<file path="src/rtl/pcm_audio_pkg.sv">
// pcm_audio_pkg: state encoding and frame constants shared by the PCM audio
// transmit and capture blocks.
package pcm_audio_pkg;
  typedef enum logic {IDLE, RUN} state_e;
  localparam int DEF_SAMPLE_W = 16;
  localparam int DEF_MCLK_DIV = 2;
  function automatic int frame_len(input int sample_w);
    return 2 * sample_w;
  endfunction
endpackage

</file>
<file path="src/rtl/pcm_sample_fifo.sv">
// pcm_sample_fifo: synchronous FIFO with push/pop, full/empty flags, async reset.
module pcm_sample_fifo #(
  parameter int W     = 16,
  parameter int DEPTH = 4
) (
  input  logic         clk,
  input  logic         reset,
  input  logic         push,
  input  logic         pop,
  input  logic [W-1:0] wdata,
  output logic [W-1:0] rdata,
  output logic         full,
  output logic         empty
);
  localparam int AW = $clog2(DEPTH);
  logic [W-1:0]  mem_q [DEPTH];
  logic [AW-1:0] wr_q, rd_q;
  logic [AW:0]   cnt_q;
  logic          do_push, do_pop;
  assign full    = cnt_q == (AW+1)'(DEPTH);
  assign empty   = cnt_q == '0;
  assign do_push = push && !full;
  assign do_pop  = pop && !empty;
  assign rdata   = mem_q[rd_q];
  always_ff @(posedge clk)
    if (do_push) mem_q[wr_q] <= wdata;
  always_ff @(posedge clk or posedge reset)
    if (reset) begin
      wr_q  <= '0;
      rd_q  <= '0;
      cnt_q <= '0;
    end else begin
      if (do_push) wr_q <= wr_q + 1'b1;
      if (do_pop) rd_q <= rd_q + 1'b1;
      if (do_push != do_pop) cnt_q <= do_push ? cnt_q + 1'b1 : cnt_q - 1'b1;
    end
endmodule

</file>
<file path="src/rtl/pcm_audio_tx.sv">
// pcm_audio_tx: FIFO-buffered left-justified serial PCM transmitter with own mclk/ws.
// PCM_AUDIO_TX_STEREO_DUP_EN: right slot repeats the left sample instead of zeros.
module pcm_audio_tx
  import pcm_audio_pkg::*;
#(
  parameter int SAMPLE_W   = DEF_SAMPLE_W,
  parameter int MCLK_DIV   = DEF_MCLK_DIV,
  parameter int FIFO_DEPTH = 4
) (
  input  logic                clk,
  input  logic                reset,
  input  logic                enable,
  input  logic [SAMPLE_W-1:0] sample_in,
  input  logic                sample_valid,
  output logic                sample_ready,
  output logic                mclk,
  output logic                ws,
  output logic                dataout,
  output logic                done,
  output logic                underrun
);
  localparam int FW = frame_len(SAMPLE_W);
  localparam int DW = $clog2(MCLK_DIV + 1);
  localparam int BW = $clog2(FW);
  state_e              state_q;
  logic [FW-1:0]       sr_q;
  logic [DW-1:0]       div_q;
  logic [BW-1:0]       bit_q;
  logic                mclk_q, ws_q, done_q, underrun_q;
  logic [SAMPLE_W-1:0] fifo_data, left, right;
  logic                fifo_full, fifo_empty, wrap, fall, last, load;
  assign wrap = div_q == DW'(MCLK_DIV - 1);
  assign fall = state_q == RUN && wrap && mclk_q;
  assign last = fall && bit_q == BW'(FW - 1);
  // a frame load happens either on leaving IDLE or gaplessly on the last falling edge
  assign load = enable && (state_q == IDLE || last);
  assign left = fifo_empty ? '0 : fifo_data;
`ifdef PCM_AUDIO_TX_STEREO_DUP_EN
  assign right = left;
`else
  assign right = '0;
`endif
  assign sample_ready = !fifo_full;
  assign mclk         = mclk_q;
  assign ws           = ws_q;
  assign dataout      = sr_q[FW-1];
  assign done         = done_q;
  assign underrun     = underrun_q;
  pcm_sample_fifo #(.W(SAMPLE_W), .DEPTH(FIFO_DEPTH)) u_fifo (
    .clk   (clk),
    .reset (reset),
    .push  (sample_valid),
    .pop   (load),
    .wdata (sample_in),
    .rdata (fifo_data),
    .full  (fifo_full),
    .empty (fifo_empty)
  );
  always_ff @(posedge clk or posedge reset)
    if (reset) begin
      state_q    <= IDLE;
      sr_q       <= '0;
      div_q      <= '0;
      bit_q      <= '0;
      mclk_q     <= 1'b0;
      ws_q       <= 1'b0;
      done_q     <= 1'b0;
      underrun_q <= 1'b0;
    end else begin
      done_q     <= last;
      underrun_q <= load && fifo_empty;
      if (load || last) begin
        state_q <= load ? RUN : IDLE;
        sr_q    <= load ? {left, right} : '0;
        div_q   <= '0;
        bit_q   <= '0;
        mclk_q  <= 1'b0;
        ws_q    <= 1'b0;
      end else if (state_q == RUN) begin
        div_q <= wrap ? '0 : div_q + 1'b1;
        if (wrap) mclk_q <= !mclk_q;
        if (fall) begin
          bit_q <= bit_q + 1'b1;
          sr_q  <= sr_q << 1;
          ws_q  <= bit_q >= BW'(SAMPLE_W - 1);
        end
      end
    end
endmodule

</file>
<file path="config.mk">
export PLATFORM = sky130hd
export DESIGN_NAME = pcm_audio_tx
export DESIGN_NICKNAME = d
export VERILOG_FILES = /design/src/rtl/pcm_audio_pkg.sv /design/src/rtl/pcm_sample_fifo.sv /design/src/rtl/pcm_audio_tx.sv
export SDC_FILE = /design/constraint.sdc
export NUM_CORES = 1
export LEC_CHECK = 0
export ABC_AREA = 1
export CAP_MARGIN = 20
export CORE_ASPECT_RATIO = 0.7
export CORE_MARGIN = 2
export CORE_UTILIZATION = 61
export CTS_BUF_LIST = sky130_fd_sc_hd__clkbuf_8
export CTS_CLUSTER_SIZE = 24
export DETAILED_ROUTE_END_ITERATION = 10
export PLACE_DENSITY = 0.84
export SYNTH_ARGS = -nofsm -noshare
export SYNTH_HDL_FRONTEND = slang
export SYNTH_SLANG_ARGS = --single-unit
</file>
<file path="constraint.sdc">
create_clock -name clk -period 2 [get_ports clk]
set_input_delay 0.4 -clock clk [delete_from_list [all_inputs] [get_ports clk]]
set_output_delay 0.4 -clock clk [all_outputs]
set_load 0.005 [all_outputs]
</file>
==> results of run 1 <==
-- Yosys cell counts, types with 3 or more instances --
master    count
o21ai_1       5
a21oi_1      16
buf_2         5
inv_1        39
edfxtp_1     64
nand2_1     112
o21ai_0      33
nor2_1       80
nand3_1      13
clkbuf_1      5
dfrtp_1      35
nand2_2       3
nand4_1       3
ha_1          7
-- flip-flops by register name, indices dropped and copies added, names as in the netlist --
signal	flops
bit_q	5
div_q	2
done	1
mclk	1
sr_q	16
state_q	1
u_fifo.cnt_q	3
u_fifo.mem_q	64
u_fifo.rd_q	2
u_fifo.wr_q	2
underrun	1
ws	1
-- power groups by stage --
stage | Clock (W) | Combinational, W | Sequential [W]
after floorplan | 0 | 0.000498 | 0.00263
after global placement | 0 | 0.000809 | 0.00264
after detailed placement | 0 | 0.000853 | 0.00266
after CTS | 0.00126 | 0.000856 | 0.00261
after global routing | 0.00133 | 0.000984 | 0.00265
final | 0.00124 | 0.000853 | 0.00262
-- cell type report --
type                       count  area share (%)
tap                           94            2.33
clock inverter                 7            1.39
sequential                    99            55.5
clock buffer                   9            2.46
timing repair buffer          44            8.94
inverter                      42            3.13
multi-input combinational    283            26.2
-- worst max-delay path, stage by stage (launching register included) --
cell and delay, ps:
dfrtp_2 450, nor2_2 150, nand2_1 90, clkdlybuf4s50_1 450
-- per-stage QoR --
step | cell area (um^2) | utilization [%]
floorplan | 4320 | -
global placement | 4780 | 70.1
detailed placement | 4780 | 70.1
CTS | 4980 | 73.1
global route | 5040 | 73.9
finish | 5040 | 73.9
-- routing by layer --
layer / vias to the layer above / track usage, % / routed length [um]
li1: 1498 / - / -
met1: 1450 / 30.3 / 3740
met2: 66 / 41.5 / 4160
met3: 10 / 6.49 / 357
met4: 0 / 10.1 / 138
met5: - / 0 / 0
-- logic make-up after synthesis --
kind of cell,Yosys count,synth area share (%)
buf+inv,57,5.62
simple gates,216,20.0
fa+ha+maj,8,2.49
compound gates,57,6.75
xor+xnor,2,0.406
flops,99,64.8
-- final timing paths --
path	start	end	slack, ps	cells past startpoint
min in group clk	sr_q[30]$_DFFE_PP0P_	sr_q[30]$_DFFE_PP0P_	500	2
max	u_fifo.cnt_q[0]$_DFFE_PP0P_	sample_ready	90	3
max reg2reg	bit_q[1]$_DFFE_PP0P_	sr_q[31]$_DFFE_PP0P_	120	11
min reg2reg	sr_q[30]$_DFFE_PP0P_	sr_q[30]$_DFFE_PP0P_	500	2
max in group asynchronous	reset	u_fifo.cnt_q[0]$_DFFE_PP0P_	1250	3
min	reset	div_q[1]$_DFFE_PP0P_	420	3
-- repair_timing --
item,4_1_cts,5_1_grt
resized for setup,0,13
buffers inserted,1,1
setup endpoints to repair,1,25
pin swaps,0,2
==> results.json, run 1 <==
{
  "period_share_pct": 95.7,
  "finalSetupViolations": 0,
  "p_leak_nw": 2.11,
  "grt_overflow": 0,
  "cts_buffers": 9,
  "mappedNetlistNets": 467,
  "grt_max_degree": 36,
  "layout_common_cells": "nand2_1, nor2_1, edfxtp_1",
  "syn_area_um2": 4320,
  "comb_power_share_pct": 18.1,
  "initialDrtViolationCount": 141,
  "synth_seq_cells": 99,
  "antenna_left": 0,
  "maxSlewHeadroom_pct": 67.0,
  "power.total_w": 0.00471,
  "synth_seq_area_share_pct": 64.8,
  "synthTopCellsByArea": "edfxtp_1, dfrtp_1, nand2_1, nor2_1, o21ai_0",
  "first_pass_iters": 4,
  "clockBufferDepth": 2,
  "powerDensity_nw_per_um2": 935,
  "rows": 25,
  "ir_worst_vdd_mv": 0.671,
  "async_reset_ff_share_pct": 35.4,
  "routed_via_density": 5.23,
  "globalRouteTotalUtil_pct": 24.2,
  "grt_pass1_wl_um": 14200,
  "cts-root-buf": "clkbuf_8",
  "dp_hpwl_um": 5380,
  "wl_per_cell_um": 14.5,
  "synth_top_area_share_pct": 44.5,
  "layout-drive-gt1-share_pct": 9.92,
  "cts.sinks": 99,
  "antenna_found_initial": 0,
  "end_kind": "output port",
  "seq_area_um2": 2800,
  "start_util_pct": 63.4,
  "cts_max_level": 3,
  "cts_tree": "done",
  "fin_worst_skew_ps": 12.4,
  "finalSetupTns_ps": 0,
  "pre_cts_ws_ps": 76.3,
  "portBuffers": 25,
  "synth_ff_type": "edfxtp_1",
  "crit_type": "register to output port",
  "cp-start-kind": "register",
  "pin_count": 26,
  "max_freq_ghz": 0.522,
  "swShare_pct": 27.5,
  "diodes": 0,
  "final_common_cell": "nand2_1",
  "insertion_delay_ps": 370,
  "die_area_um2": 7780,
  "nNetsFinal": 507,
  "seqPwrFrac_pct": 55.6,
  "grt_pass1_vias": 3010,
  "status": "finished, final reports clean",
  "yosysWarningCount": 0,
  "multi_input_area_um2": 1320,
  "die_h_um": 74.4,
  "intPower_w": 0.00342,
  "fp.coreArea_um2": 6820,
  "post-route-min-period_ps": 1910,
  "place_inst": 560,
  "fill_cells": 516,
  "layoutNonFillerInstCount": 578,
  "tightest_slew_ps": 494,
  "syn_area_per_cell_um2": 9.84,
  "yosys.area.top_type": "edfxtp_1",
  "drc_errors": 0,
  "hold_path_class": "primary input to asynchronous set/reset pin",
  "switchingPower_w": 0.00130,
  "maxCapViolCount": 0,
  "finalHoldViolCount": 0,
  "synthCells": 439,
  "cts_hold_buf": 0,
  "worst_ep_required_time_ps": 1600,
  "wirelength_um": 8400,
  "crit_fanout": 4,
  "p_clk_share_pct": 26.3,
  "clk_pin_slew_ps": 90,
  "routabilityCongestion": 0.801,
  "die_x_um": 105,
  "synth-edff-count": 64,
  "cp.arrival_ps": 1510,
  "holdWs_ps": 419,
  "ys_types": 29,
  "drv_slew": 0,
  "syn_to_final_growth_pct": 16.6,
  "fin_ws_ps": 85.8,
  "vias": 3024
}
(Power assumes the default switching activity.)
==> inputs of run 2 (changes only) <==
--- a/config.mk
+++ b/config.mk
@@ -14,6 +14,7 @@
 export CTS_CLUSTER_SIZE = 24
 export DETAILED_ROUTE_END_ITERATION = 10
 export PLACE_DENSITY = 0.84
+export SETUP_SLACK_MARGIN = 0.5
 export SYNTH_ARGS = -nofsm -noshare
 export SYNTH_HDL_FRONTEND = slang
 export SYNTH_SLANG_ARGS = --single-unit
==> run 2 against run 1 <==
  * Non-clock buffer count rose by 10
  * Final area rose by 7.1%
  * Clock skew fell by 2.0 ps
  * Global-route usage fell by 0.20 points
  * Die area did not move
  * Combinational power rose by 20%
  * Cell count rose by 2.1%
  * Utilization rose by 5.2 points
  * Sequential share of layout area fell by 3.7 points
  * Maximum frequency rose by 3.0%
  * Register-to-register slack improved by 20 ps
  * Count of clock-buffer cells in the layout did not move
  * Critical path type is now register to register
  * Largest cell class unchanged
==> results.json, run 2 (synthesized netlist as in run 1, its figures left out) <==
{
  "wirelength_um": 9730,
  "die_x_um": 105,
  "crit_type": "register to register",
  "drv_slew": 0,
  "syn_to_final_growth_pct": 24.9,
  "antenna_found_initial": 0,
  "period_share_pct": 92.9,
  "crit_fanout": 7,
  "diodes": 0,
  "globalRouteTotalUtil_pct": 24.0,
  "max_freq_ghz": 0.538,
  "maxSlewHeadroom_pct": 70.1,
  "die_area_um2": 7780,
  "largest_register_ffs": 64,
  "initialDrtViolationCount": 255,
  "finalHoldViolCount": 0,
  "grt_max_degree": 36,
  "slowest_delay_ps": 390,
  "fp.coreArea_um2": 6820,
  "routabilityCongestion": 0.800,
  "dp_hpwl_um": 5480,
  "ir_worst_vdd_mv": 0.743,
  "power.total_w": 0.00504,
  "clockBufferDepth": 2,
  "pin_count": 26,
  "final_core_util_pct": 79.1,
  "cts.sinks": 99,
  "cts_buffers": 9,
  "start_util_pct": 63.4,
  "clk_pin_slew_ps": 100,
  "regMostFlops": "u_fifo.mem_q",
  "hold_path_class": "primary input to asynchronous set/reset pin",
  "finalSetupTns_ps": 0,
  "grt_pass1_wl_um": 14200,
  "powerDensity_nw_per_um2": 933,
  "status": "finished, final reports clean",
  "routed_via_density": 5.59,
  "p_leak_nw": 2.26,
  "final_common_cell": "nand2_1",
  "layout_common_cells": "nand2_1, edfxtp_1, nor2_1",
  "die_h_um": 74.4,
  "post-route-min-period_ps": 1860,
  "portBuffers": 25,
  "finalSetupViolations": 0,
  "layoutNonFillerInstCount": 590,
  "drc_errors": 0,
  "fill_cells": 397,
  "cts-root-buf": "clkbuf_8",
  "slowest_stage": "dfrtp_1",
  "tightest_slew_ps": 449,
  "layout-drive-gt1-share_pct": 19.6,
  "place_inst": 558,
  "vias": 3299,
  "path_cells": "ha_2, nand2_2, nor2_4, ha_4, nand3_4, nand2_8, nand2_8, buf_8, nor2_2, nor2_1, nor2_1",
  "seq_area_um2": 2800,
  "cp.arrival_ps": 2140,
  "grt_overflow": 0,
  "rows": 25,
  "fin_worst_skew_ps": 10.4,
  "antenna_left": 0,
  "reg_top3": "u_fifo.mem_q x64, sr_q x16, bit_q x5",
  "first_pass_iters": 7,
  "worst_ep_required_time_ps": 2280,
  "end_kind": "register",
  "maxCapViolCount": 0,
  "wl_per_cell_um": 16.5,
  "cts_tree": "done",
  "rsz0062_at_grt": "true",
  "multi_input_area_um2": 1540,
  "cts_max_level": 3,
  "grt_pass1_vias": 3033,
  "insertion_delay_ps": 350,
  "cp-start-kind": "register",
  "nNetsFinal": 519
}
run 2: cell types whose count changed in the layout (fill, tap and decap cells not counted), moves of 7 or more:
cell     change
nand2_2      +8
buf_4        +7
nor2_1      -19
nor2_4      +12
nand2_1     -10
nor2_2       +7
run 2: routing by layer:
metal,GRT usage [%],share of wire [%]
met1,29.5,40
met2,43.6,51
met3,6.31,6.9
met4,6.22,1.7
met5,0,0
run 2: stage by stage:
step	setup slack (ps)	instance area, um^2	hold WS (ps)
4_1_cts	297	5260	436
2_1_floorplan	353	4410	442
3_5_place_dp	117	4850	465
3_3_place_gp	189	4850	464
6_report	142	5400	433
5_1_grt	73.0	5400	506
run 2: critical path: cells and delay by family (launching register included):
family	cells	cell delay [ps]
and+or+nand+nor	8	850
DFF	1	390
buffers and inverters	1	170
adders and majority gates	2	360
run 2: report_power, final:
| group | internal [W] | total [W] | switching, W |
|---|---|---|---|
| registers | 0.00251 | 0.00261 | 0.0000987 |
| logic | 0.000385 | 0.00102 | 0.000638 |
| clock network | 0.000716 | 0.00141 | 0.000691 |
run 2: worst paths after layout:
kind                                       from                          end  slack (ps)  depth (start not counted)
setup / recovery           bit_q[1]$_DFFE_PP0P_         sr_q[22]$_DFFE_PP0P_         140                         11
hold / removal                            reset  u_fifo.cnt_q[0]$_DFFE_PP0P_         430                          3
setup reg to reg           bit_q[1]$_DFFE_PP0P_         sr_q[22]$_DFFE_PP0P_         140                         11
hold reg to reg            sr_q[23]$_DFFE_PP0P_         sr_q[23]$_DFFE_PP0P_         510                          2
max in group asynchronous                 reset          state_q$_DFFE_PP0P_        1230                          3
min in group clk           sr_q[23]$_DFFE_PP0P_         sr_q[23]$_DFFE_PP0P_         510                          2
run 2: area by class of cell:
class / instances / share of cell area (%)
Clock inverter: 7 / 1.83
Inverter: 42 / 3.13
Sequential cell: 99 / 51.9
Tap cell: 94 / 2.18
Multi-Input combinational cell: 285 / 28.6
Clock buffer: 9 / 2.30
Timing Repair Buffer: 54 / 10.1
run 2: what timing repair did:
| action | 4_1_cts | 5_1_grt |
|---|---|---|
| gates resized for setup | 35 | 27 |
| hold buffers | 0 | 0 |
| gates cloned | 1 | 2 |
| pin swaps | 27 | 23 |
| setup endpoints to repair | 100 | 32 |
| setup buffers | 8 | 5 |
==> inputs of run 3 (changes only) <==
--- a/config.mk
+++ b/config.mk
@@ -9,11 +9,11 @@
 export CAP_MARGIN = 20
 export CORE_ASPECT_RATIO = 0.7
 export CORE_MARGIN = 2
-export CORE_UTILIZATION = 61
+export CORE_UTILIZATION = 55
 export CTS_BUF_LIST = sky130_fd_sc_hd__clkbuf_8
 export CTS_CLUSTER_SIZE = 24
 export DETAILED_ROUTE_END_ITERATION = 10
-export PLACE_DENSITY = 0.84
+export PLACE_DENSITY = 0.81
 export SETUP_SLACK_MARGIN = 0.5
 export SYNTH_ARGS = -nofsm -noshare
 export SYNTH_HDL_FRONTEND = slang
==> constraint.sdc (replaced) <==
create_clock -name clk -period 1.51 [get_ports clk]
set_input_delay 0.302 -clock clk [delete_from_list [all_inputs] [get_ports clk]]
set_output_delay 0.302 -clock clk [all_outputs]
set_load 0.005 [all_outputs]
==> run 3 against run 2 <==
  * Routed wire length is 5.5% lower
  * Critical path type unchanged
  * Largest power group unchanged
  * The flow now finishes with violations (negative setup slack)
  * Sequential power is 32% higher
  * Critical endpoint is now sr_q[31]$_DFFE_PP0P_
  * Clock skew is 0.67 ps lower
  * Clock power is 13% higher
==> results.json, run 3 (synthesized netlist as in run 1, its figures left out) <==
{
  "die_x_um": 110,
  "cts_buffers": 9,
  "start_util_pct": 58.0,
  "powerDensity_nw_per_um2": 1170,
  "grt_overflow": 0,
  "layoutNonFillerInstCount": 611,
  "violations": "negative setup slack",
  "vias": 3234,
  "seqPwrFrac_pct": 53.3,
  "grt_max_degree": 23,
  "crit_fanout": 8,
  "reg_top3": "u_fifo.mem_q x64, sr_q x16, bit_q x5",
  "end_kind": "register",
  "ir_worst_vdd_mv": 0.893,
  "power.total_w": 0.00647,
  "tightest_slew_ps": 429,
  "rows": 26,
  "diodes": 0,
  "crit_type": "register to register",
  "wl_per_cell_um": 15.0,
  "fin_ws_ps": -232,
  "fin_worst_skew_ps": 9.68,
  "layout_common_cells": "nand2_1, edfxtp_1, nor2_1",
  "syn_to_final_growth_pct": 27.9,
  "antenna_left": 0,
  "largest_register_ffs": 64,
  "wirelength_um": 9190,
  "fp.coreArea_um2": 7450,
  "clk_pin_slew_ps": 100,
  "initialDrtViolationCount": 178,
  "intPower_w": 0.00452,
  "post-route-min-period_ps": 1740,
  "maxCapViolCount": 0,
  "grt_pass1_vias": 3073,
  "cts_tree": "done",
  "maxSlewHeadroom_pct": 71.4,
  "globalRouteTotalUtil_pct": 22.3,
  "hold_path_class": "primary input to asynchronous set/reset pin",
  "period_share_pct": 115,
  "cp.arrival_ps": 2050,
  "antenna_found_initial": 0,
  "die_h_um": 78.2,
  "rsz0062_at_grt": "true",
  "first_pass_iters": 4,
  "p_leak_nw": 2.32,
  "comb_power_share_pct": 22.2,
  "layout-drive-gt1-share_pct": 23.4,
  "cp-start-kind": "register",
  "finalSetupViolations": 31,
  "nNetsFinal": 536,
  "grt_pass1_wl_um": 14400,
  "swShare_pct": 30.1,
  "worst_ep_required_time_ps": 1820,
  "p_clk_share_pct": 24.6,
  "cts-root-buf": "clkbuf_8",
  "max_freq_ghz": 0.574,
  "place_inst": 585,
  "die_area_um2": 8590,
  "switchingPower_w": 0.00195,
  "finalHoldViolCount": 0,
  "fin_area_um2": 5530,
  "cts.sinks": 99,
  "drv_slew": 0,
  "drc_errors": 0,
  "final_core_util_pct": 74.2,
  "routed_via_density": 5.29,
  "dp_hpwl_um": 5770,
  "portBuffers": 25,
  "regMostFlops": "u_fifo.mem_q",
  "cts_max_level": 3,
  "status": "finished with violations",
  "insertion_delay_ps": 380,
  "postPlaceCellArea_um2": 5100,
  "final_common_cell": "nand2_1",
  "finalSetupTns_ps": -5140,
  "pin_count": 26,
  "routabilityCongestion": 0.794,
  "clockBufferDepth": 2
}
==> run 3: cell count changes in the layout (fill, tap and decap cells not counted), moves of 2 or more <==
cell           delta
buf_12            +5
buf_2             +5
buf_4            +10
buf_6             +7
buf_8             -3
bufinv_16         -2
dlygate4sd2_1     -5
inv_1             -2
nand2_1           +2
nand2_2           -2
nand2_4           -2
nor2_2            +2
nor2_4            -3
o21ai_2           +3
==> run 3: final timing paths <==
check	startpoint	end	slack (ps)	depth (start not counted)
setup reg to reg	bit_q[0]$_DFFE_PP0P_	sr_q[31]$_DFFE_PP0P_	-230	11
hold / removal	reset	underrun$_DFF_PP0_	260	2
max in group asynchronous	reset	u_fifo.cnt_q[1]$_DFFE_PP0P_	830	3
setup / recovery	bit_q[0]$_DFFE_PP0P_	sr_q[31]$_DFFE_PP0P_	-230	11
min in group clk	sr_q[30]$_DFFE_PP0P_	sr_q[30]$_DFFE_PP0P_	500	2
hold reg to reg	sr_q[30]$_DFFE_PP0P_	sr_q[30]$_DFFE_PP0P_	500	2
==> run 3: final cells by class <==
cell class,count,area (um^2)
tap,98,123
timing repair buffer,73,736
sequential,99,2800
clock inverter,7,60.1
clock buffer,9,124
fill,502,1920
multi-input combinational,283,1510
inverter,42,181
==> run 3: critical path, stage by stage (launching register included) <==
cell and delay [ps]:
dfrtp_1 380, ha_2 200, nand2_2 70, nor2_4 140, ha_4 150, nand3_4 90, nand2_4 130, nand2_8 90
buf_12 160, nor2_4 80, nor2_1 40, nor2_1 140
==> run 3: power by group through the flow <==
| stage | combinational [W] | sequential (W) | clock (W) |
|---|---|---|---|
| 6_report | 0.00143 | 0.00344 | 0.00159 |
| 4_1_cts | 0.00137 | 0.00344 | 0.00163 |
| 5_1_grt | 0.00158 | 0.00347 | 0.00173 |
| 3_5_place_dp | 0.00132 | 0.00350 | 0 |
| 3_3_place_gp | 0.00127 | 0.00348 | 0 |
| 2_1_floorplan | 0.000759 | 0.00348 | 0 |
==> run 3: layer usage <==
metal | GRT usage (%) | vias up | part of all wire, %
met1 | 28.6 | 1555 | 42
met3 | 7.06 | 16 | 5.7
met5 | 0 | - | 0
met2 | 36.3 | 100 | 51
met4 | 6.96 | 0 | 1.5
li1 | - | 1563 | -
==> run 3: metrics by stage <==
step           setup slack, ps  hold slack (ps)
2_1_floorplan             -135              249
3_3_place_gp              -291              458
3_5_place_dp              -323              465
4_1_cts                   -178              257
5_1_grt                   -300              295
6_report                  -232              263
==> run 3: repair_timing <==
item / CTS / global route
hold buffers: 0 / 0
resized for setup: 52 / 29
buffers inserted: 5 / 3
pin swaps: 29 / 10
setup endpoints to repair: 105 / 105
cloned: 1 / 1
